$ cat src/rtl/uart_cmd_slave.sv
// uart_cmd_slave
//   UART command slave. Receives a two-byte command {byte1, byte0} on rx
//   (byte0 first), performs a one-cycle register write or read strobe, and
//   for reads transmits the captured register byte back on tx after a fixed
//   turnaround delay. The link is half-duplex: rx is ignored while a
//   response is pending or on the wire.
//
//   Configuration macro: UART_PARITY_EN
//     defined   -> 8O1 frames (odd parity generated on tx, checked on rx)
//     undefined -> 8N1 frames (RX_PAR/TX_PAR never entered, no parity errors)
//
//   Parameters:
//     BR       clocks per bit period (2..65535)
//     RSP_DLY  clocks spent in RSP_WAIT before the response start bit (>= 1)
//     TMO_BITS inter-byte timeout in bit periods
module uart_cmd_slave #(
  parameter int BR       = 434,
  parameter int RSP_DLY  = 100,
  parameter int TMO_BITS = 16
) (
  input  logic       clk,
  input  logic       rst,
  input  logic       rx,
  output logic       tx,
  output logic       reg_wr,
  output logic       reg_rd,
  output logic [6:0] reg_addr,
  output logic [7:0] reg_wdata,
  input  logic [7:0] reg_rdata,
  output logic       busy,
  output logic       err
);

  typedef enum logic [3:0] {
    IDLE,
    RX_START,
    RX_DATA,
    RX_PAR,
    RX_STOP,
    BYTE_GAP,
    EXEC_WR,
    EXEC_RD,
    RD_CAP,
    RSP_WAIT,
    TX_START,
    TX_DATA,
    TX_PAR,
    TX_STOP
  } state_t;

  // Bit timing uses a 16-bit counter so BR up to 65535 never wraps before
  // its terminal count; the timeout and turnaround counters are 32 bits.
  localparam logic [15:0] BIT_LAST = 16'(BR - 1);
  localparam logic [15:0] BIT_HALF = 16'(BR / 2);
  localparam logic [31:0] TMO_LAST = 32'(TMO_BITS * BR - 1);
  localparam logic [31:0] RSP_LAST = 32'(RSP_DLY - 1);

  state_t      state;
  logic [15:0] bit_cnt;
  logic [2:0]  bit_idx;
  logic [31:0] tmo_cnt;
  logic [31:0] rsp_cnt;
  logic [7:0]  rx_shreg;
  logic [7:0]  byte0;
  logic        byte_sel;   // 0: receiving byte0, 1: receiving byte1
  logic [7:0]  tx_shreg;
  logic        rx_meta;
  logic        rx_sync;
  logic        rx_sync_d;
  logic        start_edge;
  logic        parity_ok;

`ifdef UART_PARITY_EN
  logic        rx_par;
  logic        tx_par;

  // Odd parity: data ones plus the parity bit must be odd.
  assign parity_ok = ^{rx_shreg, rx_par};
`else
  assign parity_ok = 1'b1;
`endif

  assign start_edge = rx_sync_d & ~rx_sync;

  // Two-flop synchroniser for the asynchronous rx line, plus an edge-detect stage.
  always_ff @(posedge clk or posedge rst) begin
    if (rst) begin
      // NOTE: sync flops reset to the idle line level (1) so that leaving
      // reset never fabricates a start edge.
      rx_meta   <= 1'b1;
      rx_sync   <= 1'b1;
      rx_sync_d <= 1'b1;
    end else begin
      rx_meta   <= rx;
      rx_sync   <= rx_meta;
      rx_sync_d <= rx_sync;
    end
  end

  // Command FSM: receive two bytes, execute the strobe, transmit read data.
  always_ff @(posedge clk or posedge rst) begin
    if (rst) begin
      state     <= IDLE;
      bit_cnt   <= '0;
      bit_idx   <= '0;
      tmo_cnt   <= '0;
      rsp_cnt   <= '0;
      rx_shreg  <= '0;
      byte0     <= '0;
      byte_sel  <= 1'b0;
      tx_shreg  <= '0;
      tx        <= 1'b1;
      reg_wr    <= 1'b0;
      reg_rd    <= 1'b0;
      reg_addr  <= '0;
      reg_wdata <= '0;
      busy      <= 1'b0;
      err       <= 1'b0;
`ifdef UART_PARITY_EN
      rx_par    <= 1'b0;
      tx_par    <= 1'b0;
`endif
    end else begin
      // NOTE: pulse outputs default low here so each state only sets them
      // for the single cycle it needs; every assignment is non-blocking.
      err    <= 1'b0;
      reg_wr <= 1'b0;
      reg_rd <= 1'b0;

      case (state)
        IDLE: begin
          byte_sel <= 1'b0;
          if (start_edge) begin
            bit_cnt <= '0;
            state   <= RX_START;
          end
        end

        RX_START: begin
          if (bit_cnt == BIT_HALF) begin
            bit_cnt <= '0;
            if (rx_sync) begin
              // Start glitch: drop silently and resume waiting.
              state <= byte_sel ? BYTE_GAP : IDLE;
            end else begin
              bit_idx <= '0;
              busy    <= 1'b1;
              state   <= RX_DATA;
            end
          end else begin
            bit_cnt <= bit_cnt + 16'd1;
          end
        end

        RX_DATA: begin
          if (bit_cnt == BIT_LAST) begin
            bit_cnt  <= '0;
            rx_shreg <= {rx_sync, rx_shreg[7:1]};
            bit_idx  <= bit_idx + 3'd1;
            if (bit_idx == 3'd7) begin
`ifdef UART_PARITY_EN
              state <= RX_PAR;
`else
              state <= RX_STOP;
`endif
            end
          end else begin
            bit_cnt <= bit_cnt + 16'd1;
          end
        end

`ifdef UART_PARITY_EN
        RX_PAR: begin
          if (bit_cnt == BIT_LAST) begin
            bit_cnt <= '0;
            rx_par  <= rx_sync;
            state   <= RX_STOP;
          end else begin
            bit_cnt <= bit_cnt + 16'd1;
          end
        end
`endif

        RX_STOP: begin
          if (bit_cnt == BIT_LAST) begin
            bit_cnt <= '0;
            if (!rx_sync || !parity_ok) begin
              // Framing or parity error discards the whole command.
              err      <= 1'b1;
              busy     <= 1'b0;
              byte_sel <= 1'b0;
              state    <= IDLE;
            end else if (!byte_sel) begin
              byte0    <= rx_shreg;
              byte_sel <= 1'b1;
              tmo_cnt  <= '0;
              state    <= BYTE_GAP;
            end else begin
              // Decode cmd = {byte1, byte0}; address and data then stay
              // put until the next decode.
              byte_sel <= 1'b0;
              reg_addr <= rx_shreg[6:0];
              if (rx_shreg[7]) begin
                reg_wdata <= byte0;
                reg_wr    <= 1'b1;
                state     <= EXEC_WR;
              end else begin
                reg_rd <= 1'b1;
                state  <= EXEC_RD;
              end
            end
          end else begin
            bit_cnt <= bit_cnt + 16'd1;
          end
        end

        BYTE_GAP: begin
          if (start_edge) begin
            bit_cnt <= '0;
            state   <= RX_START;
          end else if (tmo_cnt == TMO_LAST) begin
            // Inter-byte timeout: byte0 is dropped without an error.
            busy     <= 1'b0;
            byte_sel <= 1'b0;
            state    <= IDLE;
          end else begin
            tmo_cnt <= tmo_cnt + 32'd1;
          end
        end

        EXEC_WR: begin
          busy  <= 1'b0;
          state <= IDLE;
        end

        EXEC_RD: begin
          state <= RD_CAP;
        end

        RD_CAP: begin
          // Register file answers the strobe one clock later.
          tx_shreg <= reg_rdata;
`ifdef UART_PARITY_EN
          tx_par   <= ~^reg_rdata;
`endif
          rsp_cnt  <= '0;
          state    <= RSP_WAIT;
        end

        RSP_WAIT: begin
          if (rsp_cnt == RSP_LAST) begin
            tx      <= 1'b0;
            bit_cnt <= '0;
            state   <= TX_START;
          end else begin
            rsp_cnt <= rsp_cnt + 32'd1;
          end
        end

        TX_START: begin
          if (bit_cnt == BIT_LAST) begin
            bit_cnt  <= '0;
            bit_idx  <= '0;
            tx       <= tx_shreg[0];
            tx_shreg <= {1'b0, tx_shreg[7:1]};
            state    <= TX_DATA;
          end else begin
            bit_cnt <= bit_cnt + 16'd1;
          end
        end

        TX_DATA: begin
          if (bit_cnt == BIT_LAST) begin
            bit_cnt <= '0;
            bit_idx <= bit_idx + 3'd1;
            if (bit_idx == 3'd7) begin
`ifdef UART_PARITY_EN
              tx    <= tx_par;
              state <= TX_PAR;
`else
              tx    <= 1'b1;
              state <= TX_STOP;
`endif
            end else begin
              tx       <= tx_shreg[0];
              tx_shreg <= {1'b0, tx_shreg[7:1]};
            end
          end else begin
            bit_cnt <= bit_cnt + 16'd1;
          end
        end

`ifdef UART_PARITY_EN
        TX_PAR: begin
          if (bit_cnt == BIT_LAST) begin
            bit_cnt <= '0;
            tx      <= 1'b1;
            state   <= TX_STOP;
          end else begin
            bit_cnt <= bit_cnt + 16'd1;
          end
        end
`endif

        TX_STOP: begin
          if (bit_cnt == BIT_LAST) begin
            bit_cnt <= '0;
            busy    <= 1'b0;
            state   <= IDLE;
          end else begin
            bit_cnt <= bit_cnt + 16'd1;
          end
        end

        default: begin
          tx    <= 1'b1;
          busy  <= 1'b0;
          state <= IDLE;
        end
      endcase
    end
  end

endmodule
$ cat config.mk
export PLATFORM = sky130hd
export DESIGN_NAME = uart_cmd_slave
export DESIGN_NICKNAME = d
export VERILOG_FILES = /design/src/rtl/uart_cmd_slave.sv
export SDC_FILE = /design/constraint.sdc
export NUM_CORES = 1
export LEC_CHECK = 0
export ABC_AREA = 1
export BUFFER_PORTS_ARGS = -buffer_cell sky130_fd_sc_hd__buf_2
export CAP_MARGIN = 30
export CORE_AREA = 5 5 121 209
export CTS_CLUSTER_DIAMETER = 50
export DETAILED_ROUTE_END_ITERATION = 6
export DIE_AREA = 0 0 126 214
export PLACE_DENSITY = 0.53
export SYNTH_ARGS = -nofsm -noshare
export SYNTH_HDL_FRONTEND = slang
export SYNTH_SLANG_ARGS = --single-unit
$ cat constraint.sdc
create_clock -name clk -period 5.1 [get_ports clk]
set_input_delay 0.765 -clock clk [delete_from_list [all_inputs] [get_ports clk]]
set_output_delay 0.765 -clock clk [all_outputs]
set_load 0.005 [all_outputs]
==> results.txt, run 1 <==
----------------------------------------------------
[Status]
  Status ... finished clean

[Finish]
  Synthesis-to-finish area growth ... 13.1%
  Number of diodes added for antenna fixing ... 0
  Count of nets after finishing ... 1157
  Fraction of final layout cells sized beyond drive strength 1 ... 8.85%

[Timing]
  Final Hold Fails ... 0
  Setup violation total in the final timing report ... 0
  Highest clock rate ... 341 MHz
  Setup repair after global routing missed its margin ... no
  Final critical path time including I/O delays and setup ... 2930 ps
  Final-report max-slew violation count ... 0
  Actual transition at the worst max-transition pin ... 930 ps
  Crit share post-route ... 57.5%
  Max-Slew Margin vs Limit ... 37.8%
  Fin Setup TNS ... 0 ps
  Worst clock skew ... 9.23 ps

[Worst setup path]
  Kind of capture point of the worst setup path ... flop
  Reg-to-reg setup timing slack ... 2170 ps
  Crit Path Class ... flop to flop
  Worst-path fanout max ... 24
  Critical path's slowest cell ... nand2_1
  Largest stage delay on the critical path ... 630 ps
  Type of origin of the critical path ... flop
  Data required time at the worst endpoint ... 5390 ps
  Reg2reg start ... state[1]$_DFFE_PP0P_
  Critical path cell sequence ... inv_2 -> nand2_2 -> inv_1 -> nand2_2 -> inv_2 -> o21ai_2 -> nand2_1 -> inv_1 -> nand2_1 -> o21ai_0
  Worst r2r dst ... rsp_cnt[26]$_DFFE_PP0P_
  Data arrival time of the worst path ... 3220 ps
  Worst R2R Path Depth ... 10

[Hold path]
  Startpoint of the tightest hold check path ... rx_meta$_DFF_PP1_
  Hold Path End ... rx_sync$_DFF_PP1_
  Hold Path Stages ... 0
  Classification of the worst-slack hold path ... flop to flop

[Place]
  Count of input and output buffers ... 30
  Half-perimeter wire length after detailed placement ... 16700 um
  RePlAce Congestion ... 0.910

[Synthesis]
  Async set-or-reset flop fraction in the synthesized netlist ... 100%
  Post-synthesis cell type with the largest combined area ... dfrtp_1
  Post-synthesis average cell area ... 7.24 sq um
  Post-synthesis sequential area ratio ... 42.1%
  Most repeated cell in the gate-level netlist after synthesis ... nand2_1
  Post-Syn Nets ... 1127
  Yosys top cell area share ... 40.8%
  Number of enable flip-flop cells after synthesis ... 0
  Synth area leaders ... dfrtp_1, nand2_1, nor2_1
  Count of different cell masters after synthesis ... 42
  Count of yosys warnings during synthesis ... 0
  Predominant post-synthesis flop cell ... dfrtp_1
  Netlist area before placement ... 8040 sq um
  Leading post-synthesis cells by instance count ... nand2_1, nor2_1, dfrtp_1
  Register bit total from synthesis ... 135
  Synthesized netlist cell count ... 1110

[Floorplan]
  Std-Cell Core Area ... 23300 sq um
  Count of boundary I/O pins ... 31
  Std cell rows ... 74
  Die footprint ... 27000 sq um
  Die Wd ... 126 um
  Initial cell density of the core ... 34.5%
  Vertical die dimension ... 214 um

[Detailed routing]
  Sum of routed wire length over all layers ... 22200 um
  Via density per instance ... 4.98
  # DRC ... 0
  Detailed Routing Iterations Pass 1 ... 5
  Number of antenna-violating nets in the routed design ... 0
  WL per Instance ... 15.2 um
  Detailed Route Iter0 Violations ... 318
  Count of vias placed by the detailed router ... 7257

[CTS]
  Post-CTS resize count ... 0
  Number of buffers between clock root and the deepest sink ... 2
  Count of H-tree levels built during CTS ... 4
  CTS clk-pin slew, worst paths ... 60 ps
  Number of sinks on the clock net ... 135
  Setup bufs post-CTS ... 0
  TritonCTS buffer count ... 17
  Clock Latency Late Sink ... 440 ps
  Clock tree from TritonCTS ... done
  Hold bufs inserted after CTS ... 0
  Buffer cell driving the clock tree root ... clkbuf_16

[Global route]
  All-Layer GR Usage ... 17.1%
  Antenna violations before repair ... 0
  Wire length of the first global-routing pass ... 37100 um
  Vias in the first global route ... 7355
  Pin count of the biggest net entering global routing ... 95
  Aggregate global routing overflow ... 0

[Power and ir drop]
  Total power ... 0.00329 W
  LEAKAGE ... 4.11 nW
  Power density of the placed cells ... 362 nW/um^2
  Worst voltage drop across the vdd grid ... 0.000338 V

[Flow run]
  Maximum Capacitance Violations ... 0

----------------------------------------------------
## placed cells by master (no fill, tap or decap), drive strengths merged, types with 3 or more instances in the layout
cell type and n:
mux2 8, mux2i 7, xnor2 3, a21oi 11, inv 124, nor2 151
nand2 312, buf 34, nor3 28, a21o 6, ha 6, or2 3
clkbuf 20, o21ai 101, dfrtp 131, clkinv 5, nand3 96, xor2 44
o22ai 17, nand4 27, dfstp 4
## registers in the layout (all words and copies together) (netlist names), 3 cells and up
| signal | cells |
|---|---|
| tmo_cnt | 32 |
| bit_idx | 3 |
| tx_shreg | 8 |
| bit_cnt | 16 |
| reg_wdata | 8 |
| state | 4 |
| rsp_cnt | 32 |
| byte0 | 8 |
| reg_addr | 7 |
| rx_shreg | 8 |
## cells by family after synthesis
logic type               Yosys count  synth area share [%]
buffers and inverters            144                  7.27
flip-flops                       135                  42.1
AND/OR/NAND/NOR                  623                  33.1
XOR/XNOR                          47                  5.12
adder cells (fa/ha/maj)            6                 0.934
AO/OA/AOI/OAI                    140                  9.48
multiplexers                      15                  1.99
## area by class of cell
cell class                 instances  area, sq um
fill                            2489        14200
multi-input combinational        831         4070
sequential                       135         3380
inverter                         121          459
clock buffer                      20          447
tap                              304          380
timing repair buffer              34          208
clock inverter                    12          144
## metrics by stage
stage               hold WS [ps]  utilization [%]  instances  setup slack [ps]  cell area (sq um)
finish                       358             39.0       1457              2170               9090
global route                 366             39.0       1457              1880               9090
floorplan                    345                -       1110               731               8040
detailed placement           350             36.3       1424              2140               8470
CTS                          359             38.9       1456              2120               9060
global placement             348             36.3       1423              2090               8460
## critical path, delay by kind of cell (launching register included)
| kind | cells | cell delay [ps] |
|---|---|---|
| AO/OA/AOI/OAI | 2 | 290 |
| buffers and inverters | 4 | 880 |
| flip-flops | 1 | 440 |
| AND/OR/NAND/NOR | 4 | 1170 |
## per-layer routing
layer / global-route usage, % / vias to the layer above / part of all wire, %
li1: - / 3667 / -
met1: 17.6 / 3371 / 38
met2: 31.6 / 152 / 55
met3: 3.22 / 67 / 2.4
met4: 9.59 / 0 / 4.7
met5: 0 / - / 0
## power by group
group | switching, W | internal, W | total (W) | leakage [nW]
combinational | 0.000625 | 0.000207 | 0.000832 | 1.99
clock | 0.000510 | 0.000741 | 0.00125 | 0.284
sequential | 0.0000647 | 0.00115 | 0.00121 | 1.84
total | 0.00120 | 0.00209 | 0.00329 | 4.11
## worst max path at each step
stage               cells past startpoint                      end                 start  slack, ps
floorplan                               1   bit_cnt[0]$_DFFE_PP0P_                   rst        730
global placement                       12   bit_cnt[6]$_DFFE_PP0P_  state[1]$_DFFE_PP0P_       2090
detailed placement                     10  rsp_cnt[26]$_DFFE_PP0P_  state[1]$_DFFE_PP0P_       2140
CTS                                    10  rsp_cnt[26]$_DFFE_PP0P_  state[1]$_DFFE_PP0P_       2120
global route                           10  rsp_cnt[26]$_DFFE_PP0P_  state[1]$_DFFE_PP0P_       1880
finish                                 10  rsp_cnt[26]$_DFFE_PP0P_  state[1]$_DFFE_PP0P_       2170
Power figures use the tool's default switching activity.
==> inputs of run 2 (changes only) <==
clock period = 2.7 ns   (was 5.1 ns; I/O delays follow)
==> run 2 against run 1 <==
Effect of this change: first-iteration DRC count is 16% higher; core utilization increased by 0.43 points; clock skew grew 1.9 ps; the run now ends with hold timing left; global-route usage increased by 0.58 points; maximum frequency is 34% higher; die area did not move; sequential power is 90% higher; hold slack worse by 360 ps.
==> results.txt, run 2 (synthesized netlist as in run 1, its figures left out) <==
----------------------------------------------------
[Worst setup path]
  Type of origin of the critical path ... flop (unchanged)
  Critical path cell sequence ... inv_1 -> ha_1 -> nand3_1 -> nor2_1 -> nand2_1 -> nand2_1 -> nand4_1 -> o21ai_0 (was inv_2 -> nand2_2 -> inv_1 -> nand2_2 -> inv_2 -> o21ai_2 -> nand2_1 -> inv_1 -> nand2_1 -> o21ai_0)
  Critical path's slowest cell ... nand4_1 (was nand2_1)
  Family with the most delay on the worst path ... simple AND/OR/NAND/NOR gates (unchanged)
  Data arrival time of the worst path ... 2540 ps (was 3220 ps)
  Largest stage delay on the critical path ... 420 ps (was 630 ps)
  Data required time at the worst endpoint ... 3050 ps (was 5390 ps)
  Kind of capture point of the worst setup path ... flop (unchanged)
  Crit Path Class ... flop to flop (unchanged)
  Worst R2R Path Depth ... 8 (was 10)
  Worst path buffer plus inverter count ... 1 (was 4)
  Worst-path fanout max ... 16 (was 24)
  CP Depth ... 8 (was 10)
  Most frequent cell on the critical path ... nand2_1

[Global route]
  Vias in the first global route ... 7269 (was 7355)
  Aggregate global routing overflow ... 0 (unchanged)
  All-Layer GR Usage ... 17.6% (was 17.1%)
  Pin count of the biggest net entering global routing ... 59 (was 95)
  Antenna violations before repair ... 0 (unchanged)
  Wire length of the first global-routing pass ... 37800 um (was 37100 um)

[Hold path]
  Classification of the worst-slack hold path ... primary input to async pin (was flop to flop)

[Place]
  Count of input and output buffers ... 30 (unchanged)
  RePlAce Congestion ... 0.954 (was 0.910)
  Half-perimeter wire length after detailed placement ... 17500 um (was 16700 um)

[Timing]
  Final Hold Fails ... 4 (was 0)
  Crit share post-route ... 81.0% (was 57.5%)
  Worst clock skew ... 11.2 ps (was 9.23 ps)
  Final worst hold slack ... -0.552 ps (was 358 ps)
  Actual transition at the worst max-transition pin ... 618 ps (was 930 ps)
  Final critical path time including I/O delays and setup ... 2190 ps (was 2930 ps)
  Final-report max-slew violation count ... 0 (unchanged)
  Setup violation total in the final timing report ... 0 (unchanged)
  Max-Slew Margin vs Limit ... 58.4% (was 37.8%)
  Fin Setup TNS ... 0 ps (unchanged)
  Highest clock rate ... 457 MHz (was 341 MHz)
  Setup repair after global routing missed its margin ... no (unchanged)

[Detailed routing]
  Number of antenna-violating nets in the routed design ... 0 (unchanged)
  WL per Instance ... 15.6 um (was 15.2 um)
  Via density per instance ... 4.99 (was 4.98)
  Sum of routed wire length over all layers ... 23000 um (was 22200 um)
  Count of vias placed by the detailed router ... 7322 (was 7257)
  Detailed Routing Iterations Pass 1 ... 4 (was 5)
  Detailed Route Iter0 Violations ... 370 (was 318)
  # DRC ... 0 (unchanged)

[Finish]
  Share of the core filled with cells ... 39.4% (was 39.0%)
  Most used cells in the layout excluding fill and tap cells ... nand2_1, nor2_1, dfrtp_1 (unchanged)
  Most common cell after layout, fill and taps aside ... nand2_1 (unchanged)
  Fraction of final layout cells sized beyond drive strength 1 ... 9.79% (was 8.85%)
  Count of nets after finishing ... 1168 (was 1157)
  Number of diodes added for antenna fixing ... 0 (unchanged)
  Synthesis-to-finish area growth ... 14.4% (was 13.1%)
  Registers with the most flip-flops ... rsp_cnt (32), tmo_cnt (32), bit_cnt (16) (unchanged)

[Floorplan]
  Initial cell density of the core ... 34.5% (unchanged)
  Vertical die dimension ... 214 um (unchanged)
  Std cell rows ... 74 (unchanged)
  Std-Cell Core Area ... 23300 sq um (unchanged)
  Count of boundary I/O pins ... 31 (unchanged)
  Die footprint ... 27000 sq um (unchanged)
  Die Wd ... 126 um (unchanged)

[CTS]
  TritonCTS buffer count ... 17 (unchanged)
  Clock Latency Late Sink ... 450 ps (was 440 ps)
  Number of sinks on the clock net ... 135 (unchanged)
  Number of buffers between clock root and the deepest sink ... 2 (unchanged)
  Setup bufs post-CTS ... 0 (unchanged)
  Hold bufs inserted after CTS ... 0 (unchanged)
  Buffer cell driving the clock tree root ... clkbuf_16 (unchanged)
  Clock tree from TritonCTS ... done (unchanged)
  CTS clk-pin slew, worst paths ... 60 ps (about the same)
  Count of H-tree levels built during CTS ... 4 (unchanged)
  Post-CTS resize count ... 0 (unchanged)

[Power and ir drop]
  LEAKAGE ... 4.18 nW (was 4.11 nW)
  Total power ... 0.00636 W (was 0.00329 W)
  Power density of the placed cells ... 692 nW/um^2 (was 362 nW/um^2)
  Worst voltage drop across the vdd grid ... 0.000557 V (was 0.000338 V)

[Status]
  Status ... finished with violations (was finished clean)
  Violated checks ... hold timing

[Flow run]
  Maximum Capacitance Violations ... 0 (unchanged)

----------------------------------------------------
## run 2: changes by cell type in the layout (fill, tap and decap cells not counted), sizes merged
cell,before,now
buf,34,45
clkbuf,20,18
inv,124,126
clkinv,5,6
clkinvlp,2,1
## run 2: cell type report
cell class | instances | area, sq um
clock buffers | 18 | 429
clock inverters | 14 | 183
fillers | 2482 | 14100
inverters | 121 | 458
multi-input cells | 831 | 4070
flip-flops and latches | 135 | 3380
well taps | 304 | 380
repair buffers | 45 | 288
## run 2: worst paths after layout
kind / startpoint / to / slack, ps
max in group asynchronous: rst / rx_sync_d$_DFF_PP1_ / 2000
worst min-delay path: rst / rsp_cnt[15]$_DFFE_PP0P_ / -0.6
min in group clk: rx / rx_meta$_DFF_PP1_ / 60
worst max-delay path: bit_cnt[1]$_DFFE_PP0P_ / tx_shreg[1]$_DFFE_PP0P_ / 510
worst min register to register: rx_meta$_DFF_PP1_ / rx_sync$_DFF_PP1_ / 360
worst max register to register: bit_cnt[1]$_DFFE_PP0P_ / tx_shreg[1]$_DFFE_PP0P_ / 510
## run 2: power by group
part / internal [W] / total, W / switching (W)
combinational: 0.000425 / 0.00163 / 0.00121
clock: 0.00140 / 0.00243 / 0.00103
sequential: 0.00216 / 0.00230 / 0.000132
total: 0.00399 / 0.00636 / 0.00237
## run 2: routing by layer
metal,GRT usage (%),routed length (um)
met1,17.8,8470
met3,2.72,471
met5,0,0
met4,10.3,1190
met2,33.5,12900
## run 2: metrics by stage
step           std cells  setup WS [ps]  hold WS (ps)  instance area [sq um]
4_1_cts             1468            463         0.787                   9190
5_1_grt             1468            156          37.2                   9190
6_report            1468            512        -0.552                   9190
3_3_place_gp        1436            485           346                   8580
2_1_floorplan       1110            619           345                   8040
3_5_place_dp        1436            484           347                   8580
==> inputs of run 3 (changes only) <==
clock period = 2.1 ns   (was 2.7 ns; I/O delays follow)
==> run 3 against run 2 <==
Effect of this change: the flow now finishes without violations; maximum frequency is 14% higher; cell area grew 3.6%; count of clock-buffer cells in the layout grew 1; setup slack worse by 330 ps; critical path depth is 1 lower; wire length increased by 0.68%; flip-flop and latch count did not move; global-route usage down 0.27 points; critical path type unchanged; largest power group is now registers; highest routed layer unchanged.
==> results.txt, run 3 (synthesized netlist as in run 1, its figures left out) <==
----------------------------------------------------
[Global route]
  Antenna violations before repair ... 0 (unchanged)
  Met1 track demand over resource in global routing ... 17.1% (was 17.8%)
  Pin count of the biggest net entering global routing ... 76 (was 59)
  Wire length of the first global-routing pass ... 37500 um (was 37800 um)
  Vias in the first global route ... 7448 (was 7269)
  Global routing usage on met2 ... 33.0% (was 33.5%)
  All-Layer GR Usage ... 17.4% (was 17.6%)
  Aggregate global routing overflow ... 0 (unchanged)
  GR peak layer ... met2 (unchanged)
  Met3 demand-to-capacity share in global routing ... 2.64% (was 2.72%)

[CTS]
  Number of sinks on the clock net ... 135 (unchanged)
  CTS clk-pin slew, worst paths ... 60 ps (about the same)
  Number of buffers between clock root and the deepest sink ... 2 (unchanged)
  Clock tree from TritonCTS ... done (unchanged)
  Clock Latency Late Sink ... 430 ps (was 450 ps)
  Buffer cell driving the clock tree root ... clkbuf_16 (unchanged)
  Setup bufs post-CTS ... 0 (unchanged)
  TritonCTS buffer count ... 17 (unchanged)
  Count of H-tree levels built during CTS ... 4 (unchanged)

[Hold path]
  Hold Path Stages ... 3
  Hold Path End ... tx_shreg[7]$_DFFE_PP0P_
  Startpoint of the tightest hold check path ... reg_rdata[7]
  Classification of the worst-slack hold path ... primary input to flop (was primary input to async pin)

[Detailed routing]
  Via density per instance ... 4.98 (was 4.99)
  Detailed Route Iter0 Violations ... 300 (was 370)
  Count of vias placed by the detailed router ... 7516 (was 7322)
  Sum of routed wire length over all layers ... 23100 um (was 23000 um)
  # DRC ... 0 (unchanged)
  WL per Instance ... 15.3 um (was 15.6 um)
  Number of antenna-violating nets in the routed design ... 0 (unchanged)
  Detailed Routing Iterations Pass 1 ... 5 (was 4)

[Worst setup path]
  Data required time at the worst endpoint ... 2400 ps (was 3050 ps)
  Type of origin of the critical path ... flop (unchanged)
  Worst-path fanout max ... 7 (was 16)
  Critical path cell sequence ... nand2_1 -> nor2_2 -> nand2_1 -> nor3_1 -> buf_4 -> xor2_1 -> o22ai_1 (was inv_1 -> ha_1 -> nand3_1 -> nor2_1 -> nand2_1 -> nand2_1 -> nand4_1 -> o21ai_0)
  Worst R2R Path Depth ... 7 (was 8)
  Critical Path Source ... rsp_cnt[3]$_DFFE_PP0P_ (was bit_cnt[1]$_DFFE_PP0P_)
  Most frequent cell on the critical path ... nand2_1 (unchanged)
  Worst r2r dst ... rsp_cnt[23]$_DFFE_PP0P_ (was tx_shreg[1]$_DFFE_PP0P_)
  Kind of capture point of the worst setup path ... flop (unchanged)
  Reg2reg start ... rsp_cnt[3]$_DFFE_PP0P_ (was bit_cnt[1]$_DFFE_PP0P_)
  Largest stage delay on the critical path ... 490 ps (was 420 ps)
  Reg-to-reg setup timing slack ... 180 ps (was 510 ps)
  Critical path's slowest cell ... dfrtp_1 (was nand4_1)
  Data arrival time of the worst path ... 2210 ps (was 2540 ps)
  Crit Path Class ... flop to flop (unchanged)

[Timing]
  Final worst hold slack ... 161 ps (was -0.552 ps)
  Setup repair after global routing missed its margin ... no (unchanged)
  Crit share post-route ... 91.2% (was 81.0%)
  Worst clock skew ... 9.02 ps (was 11.2 ps)
  Setup violation total in the final timing report ... 0 (unchanged)
  Actual transition at the worst max-transition pin ... 475 ps (was 618 ps)
  Highest clock rate ... 522 MHz (was 457 MHz)
  Final-report max-slew violation count ... 0 (unchanged)
  Fin Setup TNS ... 0 ps (unchanged)
  Final Hold Fails ... 0 (was 4)
  Max-Slew Margin vs Limit ... 68.1% (was 58.4%)
  Final critical path time including I/O delays and setup ... 1920 ps (was 2190 ps)

[Place]
  Inst Count DP ... 1476 (was 1436)
  RePlAce Congestion ... 0.897 (was 0.954)
  Half-perimeter wire length after detailed placement ... 17800 um (was 17500 um)
  Count of input and output buffers ... 30 (unchanged)

[Power and ir drop]
  Power density of the placed cells ... 863 nW/um^2 (was 692 nW/um^2)
  LEAKAGE ... 4.37 nW (was 4.18 nW)
  Total power ... 0.00821 W (was 0.00636 W)
  Worst voltage drop across the vdd grid ... 0.000691 V (was 0.000557 V)

[Floorplan]
  Die footprint ... 27000 sq um (unchanged)
  Count of boundary I/O pins ... 31 (unchanged)
  Vertical die dimension ... 214 um (unchanged)
  Die Wd ... 126 um (unchanged)
  Initial cell density of the core ... 34.5% (unchanged)
  Std cell rows ... 74 (unchanged)
  Std-Cell Core Area ... 23300 sq um (unchanged)

[Finish]
  Most used cells in the layout excluding fill and tap cells ... nand2_1, nor2_1, dfrtp_1 (unchanged)
  Number of diodes added for antenna fixing ... 0 (unchanged)
  Fraction of final layout cells sized beyond drive strength 1 ... 13.6% (was 9.79%)
  Fill cell count ... 2504 (was 2482)
  Registers with the most flip-flops ... rsp_cnt (32), tmo_cnt (32), bit_cnt (16) (unchanged)
  Share of the core filled with cells ... 40.8% (was 39.4%)
  Filler-free cell count of the finished design ... 1509 (was 1468)
  Most common cell after layout, fill and taps aside ... nand2_1 (unchanged)
  Count of nets after finishing ... 1210 (was 1168)
  Synthesis-to-finish area growth ... 18.4% (was 14.4%)

[Status]
  Status ... finished clean (was finished with violations)

[Flow run]
  Maximum Capacitance Violations ... 0 (unchanged)

----------------------------------------------------
[run 3: area by class of cell]
type                            instances  area, sq um  area share, %
Sequential cell                       135         3380           35.6
Clock inverter                         12         92.6          0.973
Timing Repair Buffer                   87          637           6.69
Tap cell                              304          380           4.00
Clock buffer                           19          443           4.65
Inverter                              121          460           4.84
Multi-Input combinational cell        831         4120           43.3
[run 3: worst max-delay path by stage]
| stage | to | slack (ps) | cells past startpoint |
|---|---|---|---|
| 5_1_grt | state[1]$_DFFE_PP0P_ | 6 | 13 |
| 2_1_floorplan | bit_cnt[0]$_DFFE_PP0P_ | 110 | 1 |
| 4_1_cts | byte0[6]$_DFFE_PP0P_ | 9 | 9 |
| 3_3_place_gp | byte0[6]$_DFFE_PP0P_ | 60 | 9 |
| 3_5_place_dp | byte0[6]$_DFFE_PP0P_ | 40 | 9 |
| 6_report | rsp_cnt[23]$_DFFE_PP0P_ | 180 | 7 |
[run 3: through the flow]
stage	worst slack, ps	instance area [sq um]
2_1_floorplan	109	8040
3_3_place_gp	60.7	8910
3_5_place_dp	38.2	8910
4_1_cts	8.67	9460
5_1_grt	6.10	9520
6_report	185	9520
[run 3: power breakdown]
part | leakage, nW | total [W] | switching [W] | internal [W]
Clock | 0.265 | 0.00277 | 0.00122 | 0.00155
Combinational | 2.26 | 0.00252 | 0.00167 | 0.000844
Sequential | 1.84 | 0.00293 | 0.000147 | 0.00278
[run 3: per-layer routing]
metal  vias up  wire length (um)
met5         -                 0
met4         0              1330
met3        75               473
met2       141             12800
met1      3537              8570
li1       3763                 -
[run 3: critical path, delay by kind of cell (launching register included)]
family | cells | cell delay, ps
AO/OA/AOI/OAI | 1 | 80
flip-flops | 1 | 490
buffers and inverters | 1 | 170
XOR/XNOR | 1 | 140
AND/OR/NAND/NOR | 4 | 890
[run 3: repair_timing]
action / in CTS / in global routing
endpoints found under the hold margin: 3 / 0
resized for setup: 0 / 17
hold buffers: 2 / 0
endpoints found under the setup margin: 0 / 54
